### config.mk
export PLATFORM = sky130hd
export DESIGN_NAME = conv_result_collector
export DESIGN_NICKNAME = d
export VERILOG_FILES = /design/src/rtl/conv_result_collector.sv
export SDC_FILE = /design/constraint.sdc
export NUM_CORES = 1
export LEC_CHECK = 0
export ABC_AREA = 1
export BUFFER_PORTS_ARGS = -buffer_cell sky130_fd_sc_hd__clkbuf_2
export CORE_MARGIN = 10
export CORE_UTILIZATION = 57
export DETAILED_ROUTE_END_ITERATION = 12
export GPL_TIMING_DRIVEN = 0
export MAX_ROUTING_LAYER = met4
export PLACE_DENSITY = 0.78
export SYNTH_ARGS = -nofsm -noshare
export SYNTH_HDL_FRONTEND = slang
export SYNTH_SLANG_ARGS = --single-unit
### constraint.sdc
create_clock -name clk -period 8 [get_ports clk]
set_clock_uncertainty 0.1 [all_clocks]
set_input_delay 0.8 -clock clk [delete_from_list [all_inputs] [get_ports clk]]
set_output_delay 0.8 -clock clk [all_outputs]
set_load 0.01 [all_outputs]
### src/rtl/conv_result_collector.sv
// conv_result_collector: catches one bank of accumulated pixels from the kernel
// array, holds it in a two-entry ping-pong store and streams it lane by lane
// to the pooling/writeback stage over a valid/ready handshake.
`ifndef DATA_WIDTH
`define DATA_WIDTH 16
`endif

module conv_result_collector #(
  parameter int ARRAY_SIZE = 6,
  parameter int DATA_WIDTH = `DATA_WIDTH
) (
  input  logic                             clk,
  input  logic                             rst_n,
  input  logic [ARRAY_SIZE*DATA_WIDTH-1:0] i_pixel_bus,
  input  logic                             i_capture,
  input  logic                             i_ready,
  input  logic                             i_clear_ovf,
  output logic [DATA_WIDTH-1:0]            o_pixel,
  output logic [$clog2(ARRAY_SIZE)-1:0]    o_lane,
  output logic                             o_valid,
  output logic                             o_last,
  output logic                             o_array_clear,
  output logic                             o_full,
  output logic                             o_overflow
);

  localparam int LW    = $clog2(ARRAY_SIZE);
  localparam int BUS_W = ARRAY_SIZE * DATA_WIDTH;
  localparam logic [LW-1:0] LAST_LANE = LW'(ARRAY_SIZE - 1);

  typedef enum logic {IDLE = 1'b0, STREAM = 1'b1} state_t;

  state_t          state_q, state_d;
  logic [1:0]      occ_q, occ_d;
  logic            wr_ptr_q, wr_ptr_d;
  logic            rd_ptr_q, rd_ptr_d;
  logic [LW-1:0]   lane_q, lane_d;
  logic            ovf_q, ovf_d;
  logic            clear_q, clear_d;

  logic [BUS_W-1:0]      entry_q [2];
  logic [DATA_WIDTH-1:0] lane_pix [ARRAY_SIZE];

  logic transfer;
  logic last_xfer;
  logic accept;
  logic drop;

  // A beat moves whenever we are presenting and downstream takes it.
  assign transfer  = (state_q == STREAM) && i_ready;
  assign last_xfer = transfer && (lane_q == LAST_LANE);
  // A full store can still take a capture if the read entry drains this cycle;
  // in that case the write pointer equals the read pointer and the slot is reused.
  assign accept    = i_capture && (!(occ_q[0] && occ_q[1]) || last_xfer);
  assign drop      = i_capture && !accept;

  // Unpack the current read entry into lanes; lane 0 is the MSB slice of the bus.
  for (genvar gi = 0; gi < ARRAY_SIZE; gi++) begin : g_lane
    assign lane_pix[gi] = entry_q[rd_ptr_q][(ARRAY_SIZE-gi)*DATA_WIDTH-1 -: DATA_WIDTH];
  end

  // Next-state logic: occupancy, pointers, lane counter, overflow and FSM.
  always_comb begin
    state_d  = state_q;
    occ_d    = occ_q;
    wr_ptr_d = wr_ptr_q;
    rd_ptr_d = rd_ptr_q;
    lane_d   = lane_q;
    ovf_d    = ovf_q;
    clear_d  = accept;

    if (transfer) begin
      if (last_xfer) begin
        lane_d          = '0;
        occ_d[rd_ptr_q] = 1'b0;
        rd_ptr_d        = ~rd_ptr_q;
      end else begin
        lane_d = lane_q + LW'(1);
      end
    end

    // Applied after the pop so a reused slot ends up occupied.
    if (accept) begin
      occ_d[wr_ptr_q] = 1'b1;
      wr_ptr_d        = ~wr_ptr_q;
    end

    // A drop in the same cycle as a clear request keeps the flag set.
    if (drop) begin
      ovf_d = 1'b1;
    end else if (i_clear_ovf) begin
      ovf_d = 1'b0;
    end

    unique case (state_q)
      IDLE:   if (|occ_d) state_d = STREAM;
      STREAM: if (last_xfer && !(|occ_d)) state_d = IDLE;
      default: state_d = IDLE;
    endcase
  end

  // Control registers with asynchronous reset; an in-flight bank is discarded.
  always_ff @(posedge clk or negedge rst_n) begin
    if (!rst_n) begin
      state_q  <= IDLE;
      occ_q    <= '0;
      wr_ptr_q <= 1'b0;
      rd_ptr_q <= 1'b0;
      lane_q   <= '0;
      ovf_q    <= 1'b0;
      clear_q  <= 1'b0;
    end else begin
      state_q  <= state_d;
      occ_q    <= occ_d;
      wr_ptr_q <= wr_ptr_d;
      rd_ptr_q <= rd_ptr_d;
      lane_q   <= lane_d;
      ovf_q    <= ovf_d;
      clear_q  <= clear_d;
    end
  end

  // Bank storage: written only on an accepted capture; contents are qualified
  // by the occupancy bits, so no reset is needed.
  always_ff @(posedge clk) begin
    if (accept) begin
      entry_q[wr_ptr_q] <= i_pixel_bus;
    end
  end

  // Outputs come only from registered state, so they hold under backpressure.
  assign o_valid       = (state_q == STREAM);
  assign o_pixel       = o_valid ? lane_pix[lane_q] : '0;
  assign o_lane        = o_valid ? lane_q : '0;
  assign o_last        = o_valid && (lane_q == LAST_LANE);
  assign o_array_clear = clear_q;
  assign o_full        = occ_q[0] && occ_q[1];
  assign o_overflow    = ovf_q;

endmodule
==> flow_summary.ini <==
[outcome]
status = finished, final reports clean

[worst_setup_path]
worst_ep_arrival_time_ns = 2.39
critPathMaxFanout = 10
path_class = register to primary output
end_kind = primary output
required_ns = 7.10
start_kind = register

[layout]
syn_to_final_growth_pct = 19.1
stdcell_area_um2 = 10100
layout_common_cells = edfxtp_1 (192), nand2_1 (190), clkbuf_2 (125)
fillers = 1017
layout-drive-gt1-share = 0.214
num_antenna_cells = 0
nets = 1023
final_common_cell = edfxtp_1

[global_route]
grt_pass1_vias = 6025
grt_pass1_wl_mm = 32.2
grt_overflow_total = 0
grt_max_degree = 56
antenna_found_initial = 0
grt.total_usage = 0.209

[detailed_routing]
wl_per_cell_um = 18.8
drt-pass1-iter-count = 7
routed_wl_mm = 21.1
viasPerCell = 5.50
vias = 6154
drt_iter0_drc = 710
drc = 0
antenna_left = 0

[floorplanning]
die_x_um = 142
ios = 125
fp.dieH_um = 142
floorplan.rows = 44
core_area_um2 = 14600
dieArea_um2 = 20200
start_util = 0.584

[clock_network]
clk_pin_slew_ns = 0.06
postCtsResizedCells = 0
clockRootBuffer = clkbuf_16
clock_sinks = 202
cts_made_buffers = 21
holdBufCountCts = 0
cts_max_level = 1
post_cts_buffers = 0
cts_tree = done
clk_latency_ns = 0.49
clockBufferDepth = 3

[timing]
min_period_ns = 3.29
drv_slew = 0
setup_violations = 0
relSlewSlack = 0.600
period_share = 0.411
fin_tns_setup_ns = 0
hold_viol_final = 0
rsz0062_at_grt = false
holdWs_ns = 0.0710
worstMarginPinSlew_ns = 0.598
fmax_ghz = 0.304

[pwr]
ir_worst_vdd_uv = 233
p_leak_uw = 0.00438
powerDensity_nw_per_um2 = 379

[yosys]
synth_area_um2 = 8520
synth_seq_cells = 202
yosysWarnings = 0
yosysUniqueCellTypes = 25
synth_area_leaders = edfxtp_1 (68%), nand2_1 (8.4%), nand3_1 (5.9%), inv_1 (4.7%), dfrtp_1 (2.9%)
yosysSeqAreaShare = 0.706
netlist.area_leader.share = 0.677
syn_inst = 769
synth_largest_area_cell = edfxtp_1
syn_nets = 872
synth_area_per_cell_um2 = 11.1

[placement]
place_congestion = 0.876
place_area_um2 = 9470
hpwl_mm = 14.7
port_buffers = 124

[flow_run]
maxCapViolCount = 0

[worst_hold_path]
hold_path_class = input pin to asynchronous set/reset pin
-- flip-flops by register name, indices dropped and copies added (netlist names) --
name           flops
entry_q          192
lane_q             3
occ_q              2
o_array_clear      1
o_overflow         1
o_valid            1
rd_ptr_q           1
wr_ptr_q           1
-- logic make-up (layout without fill, tap and decap cells) --
| kind of cell | Yosys count | in the layout | share of synthesized area |
|---|---|---|---|
| DFF | 202 | 202 | 0.706 |
| buffers and inverters | 148 | 313 | 0.0788 |
| xor gates and xnor gates | 1 | 1 | 0.00103 |
| and+or+nand+nor | 345 | 345 | 0.169 |
| AOI/OAI and AO/OA | 71 | 71 | 0.0423 |
| adders and majority gates | 2 | 2 | 0.00294 |
-- metrics by stage --
stage | setup slack (ns) | power (uW) | instances | util
global route | 4.61 | 4040 | 1118 | 0.695
finish | 4.71 | 3850 | 1118 | 0.695
detailed placement | 5.06 | 2890 | 1081 | 0.649
global placement | -0.252 | 2860 | 1077 | 0.642
CTS | 4.79 | 3840 | 1118 | 0.695
floorplan | 2.03 | 2370 | 769 | -
-- power breakdown --
part	leakage, uW	internal (uW)	switching, uW
registers	0.00187	1410	58.3
clock network	0.000326	569	379
logic	0.00218	458	976
total	0.00438	2430	1410
-- path summary, 6_finish.rpt --
check	cells after the start	startpoint	slack (ns)	to
min in group clk	2	wr_ptr_q	0.38	wr_ptr_q
worst max register to register	11	lane_q[1]	5.03	entry_q[0][64]
worst min register to register	2	wr_ptr_q	0.38	wr_ptr_q
worst min-delay path	1	rst_n	0.07	o_overflow
max in group asynchronous	1	rst_n	7.52	lane_q[2]
worst max-delay path	6	lane_q[0]	4.71	o_pixel[15]
-- cells in the mapped netlist --
| cell | number |
|---|---|
| inv_1 | 106 |
| buf_2 | 17 |
| dfrtp_1 | 10 |
| inv_6 | 1 |
| nand3_1 | 100 |
| nand2_4 | 1 |
| nand2_1 | 190 |
| buf_6 | 9 |
| a21oi_1 | 17 |
| nor2_1 | 51 |
| inv_2 | 1 |
| ha_1 | 2 |
| clkinv_2 | 1 |
| o21ai_0 | 34 |
| xor2_1 | 1 |
| clkbuf_2 | 1 |
| edfxtp_1 | 192 |
| nor2_2 | 1 |
| clkinv_1 | 2 |
| o22ai_1 | 1 |
| clkbuf_1 | 5 |
| o21ai_1 | 18 |
| o21ai_2 | 1 |
| nand2_2 | 2 |
| buf_4 | 5 |
-- cell type report --
class                      instances  area [um2]  share of cell area
clock buffer                      30         579              0.0571
tap                              184         230              0.0227
buffer                            37         248              0.0244
inverter                         111         425              0.0419
multi-input combinational        419        1840               0.181
sequential                       202        6020               0.593
timing repair buffer             128         716              0.0706
clock inverter                     7        91.3             0.00901
-- layer usage --
| layer | routed length [um] | vias to the layer above | GRT usage |
|---|---|---|---|
| li1 | - | 2856 | - |
| met1 | 8070 | 2872 | 0.261 |
| met2 | 10400 | 360 | 0.340 |
| met3 | 1860 | 66 | 0.0287 |
| met4 | 773 | 0 | 0.0785 |
| met5 | 0 | - | - |
-- worst max-delay path, cell delays in order (launching register included) --
cell	delay, ns
dfrtp_1	0.49
clkbuf_1	0.49
nand3_1	0.20
nand3_1	0.17
nand3_1	0.09
a21oi_1	0.26
clkbuf_2	0.19
Power figures use the tool's default switching activity.
